==> src/rtl/intr_ctrl.sv <==
// Interrupt arbiter: synchronises N latch irq levels, presents the lowest pending enabled
// source to the CPU, takes the claim, then holds that source's clr until its latch drops.
module intr_ctrl #(
  parameter int N      = 8,
  parameter int CLR_TO = 15,
  localparam int IDW   = $clog2(N)
) (
  input  logic           clk,
  input  logic           rst,
  input  logic [N-1:0]   irq_in,
  input  logic [N-1:0]   en,
  output logic           cpu_irq,
  output logic [IDW-1:0] cpu_id,
  input  logic           cpu_ack,
  output logic [N-1:0]   clr,
  output logic           err,
  input  logic           err_clr
);

  localparam int CNTW = $clog2(CLR_TO + 1);

  typedef enum logic [1:0] {
    IDLE = 2'd0,
    REQ  = 2'd1,
    CLR  = 2'd2
  } state_e;

  state_e          state_q, state_d;
  logic [N-1:0]    irq_meta_q, irq_s_q;
  logic [IDW-1:0]  sel_q, sel_d;
  logic [IDW-1:0]  cpu_id_q, cpu_id_d;
  logic            cpu_irq_q, cpu_irq_d;
  logic [N-1:0]    clr_q, clr_d;
  logic            err_q, err_d;
  logic [CNTW-1:0] cnt_q, cnt_d;

  logic [N-1:0]    pend;
  logic [IDW-1:0]  low_idx;

  assign pend = irq_s_q & en;

  // Scan downwards so the last hit, i.e. the lowest set index, wins.
  always_comb begin
    low_idx = '0;
    for (int i = N - 1; i >= 0; i--) begin
      if (pend[i]) low_idx = IDW'(i);
    end
  end

  // NOTE: every variable assigned below gets its default first, so no path can leave
  // one unassigned and infer a latch.
  always_comb begin
    state_d   = state_q;
    sel_d     = sel_q;
    cpu_id_d  = cpu_id_q;
    cpu_irq_d = cpu_irq_q;
    clr_d     = clr_q;
    cnt_d     = cnt_q;
    err_d     = err_q;

    if (err_clr) err_d = 1'b0;

    unique case (state_q)
      IDLE: begin
        if (|pend) begin
          sel_d     = low_idx;
          cpu_id_d  = low_idx;
          cpu_irq_d = 1'b1;
          state_d   = REQ;
        end
      end
      REQ: begin
        // A claim beats a same-cycle withdraw.
        if (cpu_ack) begin
          cpu_irq_d    = 1'b0;
          clr_d        = '0;
          clr_d[sel_q] = 1'b1;
          cnt_d        = '0;
          state_d      = CLR;
        end else if (!pend[sel_q]) begin
          cpu_irq_d = 1'b0;
          state_d   = IDLE;
        end
      end
      CLR: begin
        cnt_d = cnt_q + CNTW'(1);
        if (!irq_s_q[sel_q]) begin
          clr_d   = '0;
          state_d = IDLE;
        end else if (cnt_q == CNTW'(CLR_TO - 1)) begin
          clr_d   = '0;
          err_d   = 1'b1;
          state_d = IDLE;
        end
      end
      default: begin
        cpu_irq_d = 1'b0;
        clr_d     = '0;
        state_d   = IDLE;
      end
    endcase
  end

  // NOTE: state flops use non-blocking assignments so every register samples the
  // pre-edge values regardless of statement order.
  always_ff @(posedge clk or posedge rst) begin
    if (rst) begin
      irq_meta_q <= '0;
      irq_s_q    <= '0;
      state_q    <= IDLE;
      sel_q      <= '0;
      cpu_id_q   <= '0;
      cpu_irq_q  <= 1'b0;
      clr_q      <= '0;
      err_q      <= 1'b0;
      cnt_q      <= '0;
    end else begin
      irq_meta_q <= irq_in;
      irq_s_q    <= irq_meta_q;
      state_q    <= state_d;
      sel_q      <= sel_d;
      cpu_id_q   <= cpu_id_d;
      cpu_irq_q  <= cpu_irq_d;
      clr_q      <= clr_d;
      err_q      <= err_d;
      cnt_q      <= cnt_d;
    end
  end

  assign cpu_irq = cpu_irq_q;
  assign cpu_id  = cpu_id_q;
  assign clr     = clr_q;
  assign err     = err_q;

endmodule

==> config.mk <==
export PLATFORM = sky130hd
export DESIGN_NAME = intr_ctrl
export DESIGN_NICKNAME = d
export VERILOG_FILES = /design/src/rtl/intr_ctrl.sv
export SDC_FILE = /design/constraint.sdc
export NUM_CORES = 1
export LEC_CHECK = 0
export BUFFER_PORTS_ARGS = -buffer_cell sky130_fd_sc_hd__clkbuf_2
export CAP_MARGIN = 20
export CORE_ASPECT_RATIO = 0.8
export CORE_UTILIZATION = 45
export DETAILED_ROUTE_END_ITERATION = 10
export GPL_ROUTABILITY_DRIVEN = 0
export GPL_TIMING_DRIVEN = 0
export PLACE_DENSITY = 0.72
export SETUP_SLACK_MARGIN = 0.15
export SYNTH_ARGS = -nofsm -noshare
export SYNTH_HDL_FRONTEND = slang
export SYNTH_SLANG_ARGS = --single-unit
==> constraint.sdc <==
create_clock -name clk -period 3.1 [get_ports clk]
set_input_delay 0 -clock clk [delete_from_list [all_inputs] [get_ports clk]]
set_output_delay 0 -clock clk [all_outputs]
set_load 0.02 [all_outputs]
==> results of run 1 <==
[routing by layer]
layer	wire length, µm	GRT usage
met3	108	0.05297
met1	1438	0.2483
met5	0	0
met2	1506	0.3033
met4	48	0.1064
[worst max-delay path, delay by kind of cell, from the launching register on]
kind            cells  cell delay, ps
compound gates      4             850
buf+inv             1             140
flops               1             400
simple gates        1             360
[cell families after synthesis]
family          synth area share
flops                     0.5738
compound gates            0.2016
fa+ha+maj                0.01639
xor+xnor                 0.01148
buf+inv                  0.03278
simple gates              0.1508
mux                      0.01312
[final timing paths]
kind | cells past startpoint | slack [ps] | end
worst min register to register | 0 | 350 | irq_s_q[4]$_DFF_PP0_
min in group asynchronous | 4 | 380 | irq_s_q[6]$_DFF_PP0_
worst max-delay path | 6 | 1280 | clr[0]$_DFFE_PP0P_
worst min-delay path | 3 | 30 | cpu_id[0]$_DFFE_PP0P_
worst max register to register | 6 | 1280 | clr[0]$_DFFE_PP0P_
max in group asynchronous | 4 | 2590 | cnt_q[1]$_DFFE_PP0P_
[layout make-up]
class,instances,share of cell area
clock buffer,5,0.03427
timing repair buffer,44,0.1570
tap,40,0.02492
multi-input combinational,90,0.2991
sequential,35,0.4361
buffer,4,0.01558
clock inverter,3,0.02368
inverter,5,0.009346
[power by group through the flow]
stage / Clock [mW] / Combinational, mW / Sequential [mW]
floorplan: 0 / 0.404 / 0.708
global placement: 0 / 0.628 / 0.645
detailed placement: 0 / 0.648 / 0.650
CTS: 0.427 / 0.663 / 0.643
global route: 0.444 / 0.723 / 0.659
finish: 0.414 / 0.661 / 0.644
[sequential cells by signal, indices dropped and copies added, names as in the netlist]
name,count
clr,8
cnt_q,4
cpu_id,3
cpu_irq,1
err,1
irq_meta_q,8
irq_s_q,8
state_q,2
[timing repair]
item,in CTS,in global routing
hold endpoints to repair,44,0
setup buffers,0,0
hold buffers,10,0
gates resized for setup,0,0
[placed cells by master, fill, tap and decap left out, types with 2 or more instances in the layout]
cell	instances
o22ai_1	2
a21o_1	6
nand2_1	12
a21oi_1	5
xor2_1	2
nor2b_1	2
ha_1	2
and2_1	2
nand3_1	7
dlygate4sd3_1	10
inv_1	5
a22oi_1	3
nand4_1	2
mux2i_1	2
o21ai_1	2
o2bb2ai_1	3
o31ai_1	2
dfrtp_1	35
clkbuf_2	32
buf_16	2
nor2_1	3
nand3b_1	2
clkbuf_8	5
nor3_1	5
or2b_1	3
buf_4	2
o21ai_0	5
==> results.tsv, run 1 <==
stage	metric	value	unit
place	post-place setup slack	1314	ps
pwr	largest vdd supply drop	406.7	µV
pwr	Clk pwr share	0.241	
layout	# diodes	0	
hold_path	Hold Path Class	in -> reg	
setup_path	worst-path maximum fanout	8	
sta	final hold vios	0	
place	placed cell count	208	
synthesis	number of synthesized register bits	35	
grt	initial antenna violation count	0	
synthesis	Cells after Synth	134	
grt	first-pass GRT wire length	4905	µm
layout	Fill cells	276	
routing	vias per cell	5.310	
synthesis	count leader, synth	dfrtp_1	
setup_path	Setup crit end kind	flip-flop	
synthesis	register area share after synthesis	0.5738	
synthesis	Post-synth EDFFs	0	
pwr	sw power	647.1	µW
setup_path	Critical Path Start Type	flip-flop	
sta	Final period util	0.5875	
grt	largest net degree at the start of global routing	19	
synthesis	mean area per synthesized cell	11.39	µm²
routing	per-cell routed wire length	13.72	µm
synthesis	Ys Warns	0	
cts	clock-pin slew on the worst setup and hold paths	80	ps
synthesis	post-synth cell types	43	
grt	GR Overflow Total	0	
routing	Vias	1200	
sta	fin. max-slew vios	0	
layout	post-layout util	0.6369	
layout	fin nets	207	
sta	worst setup margin	1279	ps
setup_path	Crit path largest cell delay	430	ps
floorplanning	Chip Height	54.10	µm
layout	layout cells sized above 1	0.2796	
cts	total CTS buffers	5	
floorplanning	Die ar.	3631	µm²
cts	H-tree depth	2	
routing	Starting DRT DRC Count	46	
cts	CTS tree	yes	
synthesis	Synth area leaders	dfrtp_1 (57%), a21o_1 (3.0%), nand2_1 (3.0%), nand3_1 (2.3%), o2bb2ai_1 (1.7%)	
layout	area occupied by multi-input gates	600.6	µm²
sta	Slew headroom	0.6951	
setup_path	CP max stage cell	o31ai_4	
hold_path	hold_sp	en[0]	
synthesis	Async S/R FF share, synth	1.000	
pwr	Tot Pwr	1.718	mW
cts	insertion delay of the later-clocked pin in the worst-skew pair	290	ps
sta	unrepaired setup endpoints after global routing	no	
setup_path	Setup CP Type	reg -> reg	
floorplanning	initial core utilization	0.4841	
synthesis	cell taking the most area after synthesis	dfrtp_1	
layout	final instance area	2008	µm²
routing	DRC errors left	0	
setup_path	Critical path origin	cpu_id[1]$_DFFE_PP0P_	
setup_path	WP data required	3330	ps
synthesis	share of the synthesized area in the top cell type	0.5738	
floorplanning	die span in x	67.12	µm
synthesis	synthesized cell area	1526	µm²
setup_path	reg-to-reg startpoint	cpu_id[1]$_DFFE_PP0P_	
run	Max Cap Viol	0	
setup_path	critical path arrival	2050	ps
pwr	combinational group share of total power	0.385	
sta	Max Fclk	549.1	MHz
routing	Routed WL	3101	µm
cts	clk sinks	35	
floorplanning	CORE AREA	3153	µm²
pwr	Pint	1.071	mW
sta	hold_ws	31.34	ps
layout	Area growth syn-to-layout	31.56	%
grt	Global Route Usage Sum	0.1951	
place	Cell Area, Placed	1792	µm²
grt	vias in the first global route	1098	
floorplanning	IO Pins	33	
pwr	sw frac	0.3766	
sta	final number of setup-violating endpoints	0	
synthesis	Main synth FF type	dfrtp_1	
sta	Slew @ Worst Pin	456.4	ps
pwr	Power Density	855.6	nW/µm²
sta	setup TNS	0	ps
synthesis	syn_nets	156	
pwr	Flop pwr share	0.375	
setup_path	crit-path cells	buf_6 -> or3b_1 -> a21oi_2 -> a211oi_2 -> o31ai_4 -> a21o_1	
synthesis	Post-synth top cells	dfrtp_1 (35), nand2_1 (12), nand3_1 (7)	
floorplanning	row cnt	18	
place	PortBufs	32	
run_status	status	finished, final reports clean	
layout	fin cells	226	
layout	FF/Latch Area	875.8	µm²
routing	Routed Antenna Nets	0	
sta	Layout Skew	5.672	ps
cts	Max clock buf depth	2	
cts	root buffer cell	clkbuf_8	
routing	Pre-antenna DRT Iters	4	
pwr	leak pwr	0.9853	nW
sta	Tmin final	1821	ps
place	post-DP HPWL	2280	µm
Power figures use the tool's default switching activity.
==> run 2: changes to the inputs <==
Settings changed: ABC_AREA set to 1.
Clock period 3.1 ns to 1.8 ns, I/O delays scaled along.
==> run 2 against run 1 <==
  * Critical path depth up 3
  * Sequential power up 66%
  * Worst hold slack better by 24 ps
  * Final cell count up 19%
  * Highest routed layer unchanged
  * Sequential share of layout area up 1.1 points
==> results.tsv, run 2 <==
stage	metric	value	unit
run_status	status	finished, final reports clean	
pwr	largest vdd supply drop	642.3	µV
layout	most frequent cells in the layout	nand2_1 (61), dfrtp_1 (35), clkbuf_2 (32)	
sta	setup TNS	0	ps
pwr	Power Density	1362	nW/µm²
synthesis	Main synth FF type	dfrtp_1	
cts	hold buffers post-CTS	10	
synthesis	Post-synth top cells	nand2_1 (61), dfrtp_1 (35), nor2_1 (17)	
routing	Routed WL	2932	µm
floorplanning	Chip Height	54.31	µm
cts	total CTS buffers	5	
routing	per-cell routed wire length	10.90	µm
routing	Starting DRT DRC Count	57	
layout	final instance area	1961	µm²
synthesis	register area share after synthesis	0.5691	
floorplanning	row cnt	18	
synthesis	Post-synth EDFFs	0	
synthesis	syn_nets	200	
floorplanning	CORE AREA	3176	µm²
routing	Vias	1285	
synthesis	share of the synthesized area in the top cell type	0.5691	
sta	Slew @ Worst Pin	807.3	ps
layout	# diodes	0	
floorplanning	die span in x	67.38	µm
synthesis	Async S/R FF share, synth	1.000	
sta	Layout Skew	2.023	ps
floorplanning	initial core utilization	0.4846	
grt	vias in the first global route	1152	
setup_path	WP data required	1980	ps
cts	clock-pin slew on the worst setup and hold paths	70	ps
run	Max Cap Viol	0	
grt	Global Route Usage Sum	0.1907	
synthesis	number of synthesized register bits	35	
sta	worst setup margin	350.1	ps
cts	clk sinks	35	
layout	Area growth syn-to-layout	27.40	%
sta	Tmin final	1450	ps
cts	H-tree depth	2	
synthesis	synthesized cell area	1539	µm²
sta	fin. max-slew vios	0	
routing	Pre-antenna DRT Iters	4	
floorplanning	Die ar.	3659	µm²
synthesis	Ys Warns	0	
synthesis	mean area per synthesized cell	8.646	µm²
floorplanning	IO Pins	33	
synthesis	Cells after Synth	178	
sta	unrepaired setup endpoints after global routing	no	
routing	vias per cell	4.777	
synthesis	cell taking the most area after synthesis	dfrtp_1	
sta	final number of setup-violating endpoints	0	
layout	layout cells sized above 1	0.2445	
synthesis	post-synth cell types	24	
sta	Slew headroom	0.4612	
cts	CTS tree	yes	
cts	cts repair resizes	0	
setup_path	worst-path maximum fanout	10	
routing	Routed Antenna Nets	0	
cts	Max clock buf depth	2	
place	PortBufs	32	
setup_path	Setup crit end kind	flip-flop	
sta	Final period util	0.8055	
place	Cell Area, Placed	1777	µm²
layout	Fill cells	307	
setup_path	critical path arrival	1630	ps
place	post-DP HPWL	2197	µm
synthesis	Synth area leaders	dfrtp_1 (57%), nand2_1 (15%), nand3_1 (4.6%), nor2_1 (4.1%), inv_1 (3.4%)	
sta	hold_ws	54.95	ps
routing	DRC errors left	0	
cts	Post-CTS Setup Bufs	0	
grt	largest net degree at the start of global routing	21	
sta	final hold vios	0	
grt	GR Overflow Total	0	
cts	insertion delay of the later-clocked pin in the worst-skew pair	290	ps
hold_path	Hold Path Class	in -> reg	
layout	fin nets	250	
pwr	leak pwr	1.087	nW
grt	first-pass GRT wire length	4843	µm
setup_path	Critical Path Start Type	flip-flop	
layout	commonest non-fill, non-tap cell in the layout	nand2_1	
grt	initial antenna violation count	0	
sta	Max Fclk	689.7	MHz
cts	root buffer cell	clkbuf_8	
synthesis	count leader, synth	nand2_1	
place	post-place setup slack	351.9	ps
setup_path	Setup CP Type	reg -> reg	
## run 2: layer usage
metal / track usage / share of wire / up-vias
met2: 0.2883 / 0.43 / 40
met1: 0.2387 / 0.49 / 574
li1: - / - / 663
met4: 0.1170 / 0.021 / 0
met3: 0.06250 / 0.062 / 8
met5: 0 / 0 / -
## run 2: report_power, final
part / switching, mW / internal, mW / total, mW
sequential: 0.123 / 0.948 / 1.07
combinational: 0.714 / 0.350 / 1.06
clock: 0.272 / 0.264 / 0.537
total: 1.11 / 1.56 / 2.67
## run 2: cells by family (layout without fill, tap and decap cells)
family	count (synthesis)	count (layout)	synth area share
and+or+nand+nor	109	109	0.3106
adders and majority gates	2	2	0.01626
buffers and inverters	19	70	0.05203
AOI/OAI and AO/OA	11	11	0.04065
DFF	35	35	0.5691
xor gates and xnor gates	2	2	0.01138
## run 2: final timing paths
path,start,slack [ps],cells after the start,end
hold reg to reg,irq_meta_q[1]$_DFF_PP0_,350,0,irq_s_q[1]$_DFF_PP0_
min in group asynchronous,rst,390,3,irq_meta_q[1]$_DFF_PP0_
setup reg to reg,cpu_id[0]$_DFFE_PP0P_,350,9,clr[3]$_DFFE_PP0P_
max in group asynchronous,rst,870,4,clr[4]$_DFFE_PP0P_
hold / removal,en[1],50,5,cpu_id[0]$_DFFE_PP0P_
setup / recovery,cpu_id[0]$_DFFE_PP0P_,350,9,clr[3]$_DFFE_PP0P_
## run 2: per-stage QoR
| step | total power, mW | utilization | instances |
|---|---|---|---|
| after floorplan | 1.841 | - | 178 |
| after global placement | 2.107 | 0.5508 | 250 |
| after detailed placement | 2.136 | 0.5595 | 251 |
| after CTS | 2.699 | 0.6174 | 269 |
| after global routing | 2.895 | 0.6174 | 269 |
| final | 2.671 | 0.6174 | 269 |
## run 2: final cells by class
class,count,area (µm²),area share
inverter,17,63.81,0.03255
clock buffer,5,68.82,0.03510
buffer,2,16.27,0.008296
tap,40,50.05,0.02553
clock inverter,3,15.01,0.007658
timing repair buffer,43,287.8,0.1468
multi-input combinational,124,583.1,0.2974
sequential,35,875.8,0.4467
## run 2: worst max-delay path, stage by stage (launching register included)
cell and delay, ps:
dfrtp_1 410, buf_2 200, nor2_1 140, nor2_2 50, nor2_1 150, nand2_2 80, nand2_2 90, nand2_4 90
nand2_1 80, nand2_1 50
==> run 3: changes to the inputs <==
Settings changed: PLACE_DENSITY 0.72 to 0.75.
Clock period 1.8 ns to 1.19 ns, I/O delays scaled along.
==> run 3 against run 2 <==
  * Combinational power increased by 96%
  * The flow now finishes with violations (setup timing)
  * Sequential share of layout area fell by 4.7 points
  * Critical path type unchanged
  * Setup slack got worse by 560 ps
  * Fmax rose by 3.7%
==> results.tsv, run 3 (synthesis gave the netlist of run 2 again) <==
stage	metric	value	unit
run_status	status	finished, violations left	
run_status	failing checks	setup timing	
floorplanning	Die ar.	3659	µm²
routing	per-cell routed wire length	12.49	µm
pwr	Clk pwr share	0.199	
pwr	sw power	1.914	mW
routing	Routed WL	3536	µm
layout	area occupied by multi-input gates	681.9	µm²
setup_path	Critical Path Start Type	flip-flop	
routing	Pre-antenna DRT Iters	4	
floorplanning	initial core utilization	0.4846	
cts	Max clock buf depth	2	
layout	layout cells sized above 1	0.4074	
layout	FF/Latch Area	882.1	µm²
pwr	Tot Pwr	4.679	mW
cts	clock-pin slew on the worst setup and hold paths	70	ps
place	placed cell count	251	
cts	root buffer cell	clkbuf_8	
setup_path	largest delay contributor family on the critical path	simple AND/OR/NAND/NOR gates	
cts	CTS tree	yes	
layout	Fill cells	235	
setup_path	critical path arrival	1580	ps
layout	most frequent cells in the layout	nand2_1 (47), clkbuf_2 (31), dfrtp_1 (30)	
pwr	Flop pwr share	0.358	
setup_path	crit path buf inv count	1	
routing	vias per cell	5.025	
setup_path	worst-path maximum fanout	8	
setup_path	WP data required	1370	ps
place	post-DP HPWL	2214	µm
routing	Vias	1422	
grt	Most Crowded Layer GR	met2	
floorplanning	row cnt	18	
grt	GR Overflow Total	0	
sta	Layout Skew	6.540	ps
sta	Max Fclk	715.1	MHz
grt	routing usage on met2	0.3433	
layout	fin cells	283	
layout	Area growth syn-to-layout	43.41	%
pwr	Power Density	2120	nW/µm²
pwr	largest vdd supply drop	1161	µV
grt	largest net degree at the start of global routing	20	
setup_path	Crit path largest cell delay	420	ps
floorplanning	Chip Height	54.31	µm
grt	initial antenna violation count	0	
floorplanning	CORE AREA	3176	µm²
sta	Final period util	1.175	
sta	final hold vios	0	
sta	final number of setup-violating endpoints	13	
sta	unrepaired setup endpoints after global routing	yes	
routing	Routed Antenna Nets	0	
sta	Slew @ Worst Pin	406.8	ps
sta	Slew headroom	0.7283	
cts	H-tree depth	2	
pwr	Pint	2.765	mW
pwr	sw frac	0.4091	
layout	post-layout util	0.6950	
floorplanning	die span in x	67.38	µm
run	Max Cap Viol	0	
floorplanning	IO Pins	33	
layout	# diodes	0	
sta	Tmin final	1398	ps
setup_path	Setup crit end kind	flip-flop	
sta	fin. max-slew vios	0	
hold_path	Hold Path Class	in -> reg	
grt	vias in the first global route	1259	
routing	DRC errors left	0	
pwr	leak pwr	1.170	nW
routing	Starting DRT DRC Count	70	
setup_path	Setup CP Type	reg -> reg	
setup_path	CP max stage cell	dfrtp_2	
cts	insertion delay of the later-clocked pin in the worst-skew pair	290	ps
grt	Global Route Usage Sum	0.2154	
grt	first-pass GRT wire length	5382	µm
place	PortBufs	32	
sta	worst setup margin	-208.3	ps
grt	met1 GRT Util	0.2597	
pwr	combinational group share of total power	0.444	
layout	fin nets	264	
cts	total CTS buffers	5	
layout	commonest non-fill, non-tap cell in the layout	nand2_1	
grt	GR Util met3	0.06250	
setup_path	crit-path cells	buf_6 -> nand2_4 -> nor2_4 -> nand2_1 -> nand2_2 -> nor2_2 -> nand2_2 -> nand2_2 -> nand2_4 -> nand2_1 -> nand2_1	
cts	clk sinks	35	
## run 3: cell types whose count changed in the layout (fill, tap and decap cells not counted), moves of 3 or more
cell	change
clkinv_2	-3
dfrtp_2	+5
nor2_4	+4
nand2_2	+12
nand2_1	-14
buf_4	+12
nor2_1	-4
dfrtp_1	-5
inv_1	-4
## run 3: final cells by class
cell class                 count  share of cell area
sequential                    35              0.3997
multi-input combinational    124              0.3090
timing repair buffer          57              0.1814
clock buffer                   8             0.04535
inverter                      17             0.03345
tap                           40             0.02268
buffer                         2            0.008503
## run 3: worst paths after layout
check / startpoint / to / slack, ps / depth (start not counted)
max: cpu_id[1]$_DFFE_PP0P_ / clr[7]$_DFFE_PP0P_ / -210 / 11
min: cpu_ack / state_q[1]$_DFFE_PP0P_ / 50 / 3
max reg2reg: cpu_id[1]$_DFFE_PP0P_ / clr[7]$_DFFE_PP0P_ / -210 / 11
min reg2reg: irq_meta_q[6]$_DFF_PP0_ / irq_s_q[6]$_DFF_PP0_ / 350 / 0
max in group asynchronous: rst / irq_s_q[2]$_DFF_PP0_ / 540 / 4
min in group asynchronous: rst / irq_meta_q[5]$_DFF_PP0_ / 250 / 3
## run 3: per-layer routing
layer  up-vias  routed length (µm)
met5         -                   0
met4         0                  99
met3        14                 212
met2        58                1717
met1       659                1506
li1        691                   -
## run 3: repair_timing
action                                 in CTS  in global routing
cloned                                      1                  0
setup endpoints to repair                  17                 40
endpoints found under the hold margin      25                  0
setup buffers                              12                  1
gates resized for setup                    20                 18
hold buffers                               10                  0
pin swaps                                  20                  7
## run 3: metrics by stage
| stage | worst slack, ps | hold slack, ps | cell area [µm²] | TNS [ps] |
|---|---|---|---|---|
| CTS | -197.9 | 42.22 | 2146 | -2053 |
| finish | -208.3 | 49.03 | 2207 | -2206 |
| global route | -300.9 | 66.14 | 2207 | -3648 |
| floorplan | -145.3 | 31.43 | 1553 | -1276 |
| detailed placement | -255.3 | 109.6 | 1790 | -2481 |
| global placement | -234.6 | 107.8 | 1763 | -2582 |
## run 3: tightest hold or removal path, delay by kind of cell
kind / cells / cell delay, ps
buffers and inverters: 1 / 110
and+or+nand+nor: 2 / 190
## run 3: power by group through the flow
stage / combinational, mW / sequential [mW] / clock [mW]
floorplan: 1.01 / 1.80 / 0
global placement: 1.57 / 1.65 / 0
detailed placement: 1.60 / 1.66 / 0
CTS: 1.93 / 1.65 / 0.954
global route: 2.27 / 1.71 / 0.998
finish: 2.08 / 1.67 / 0.929
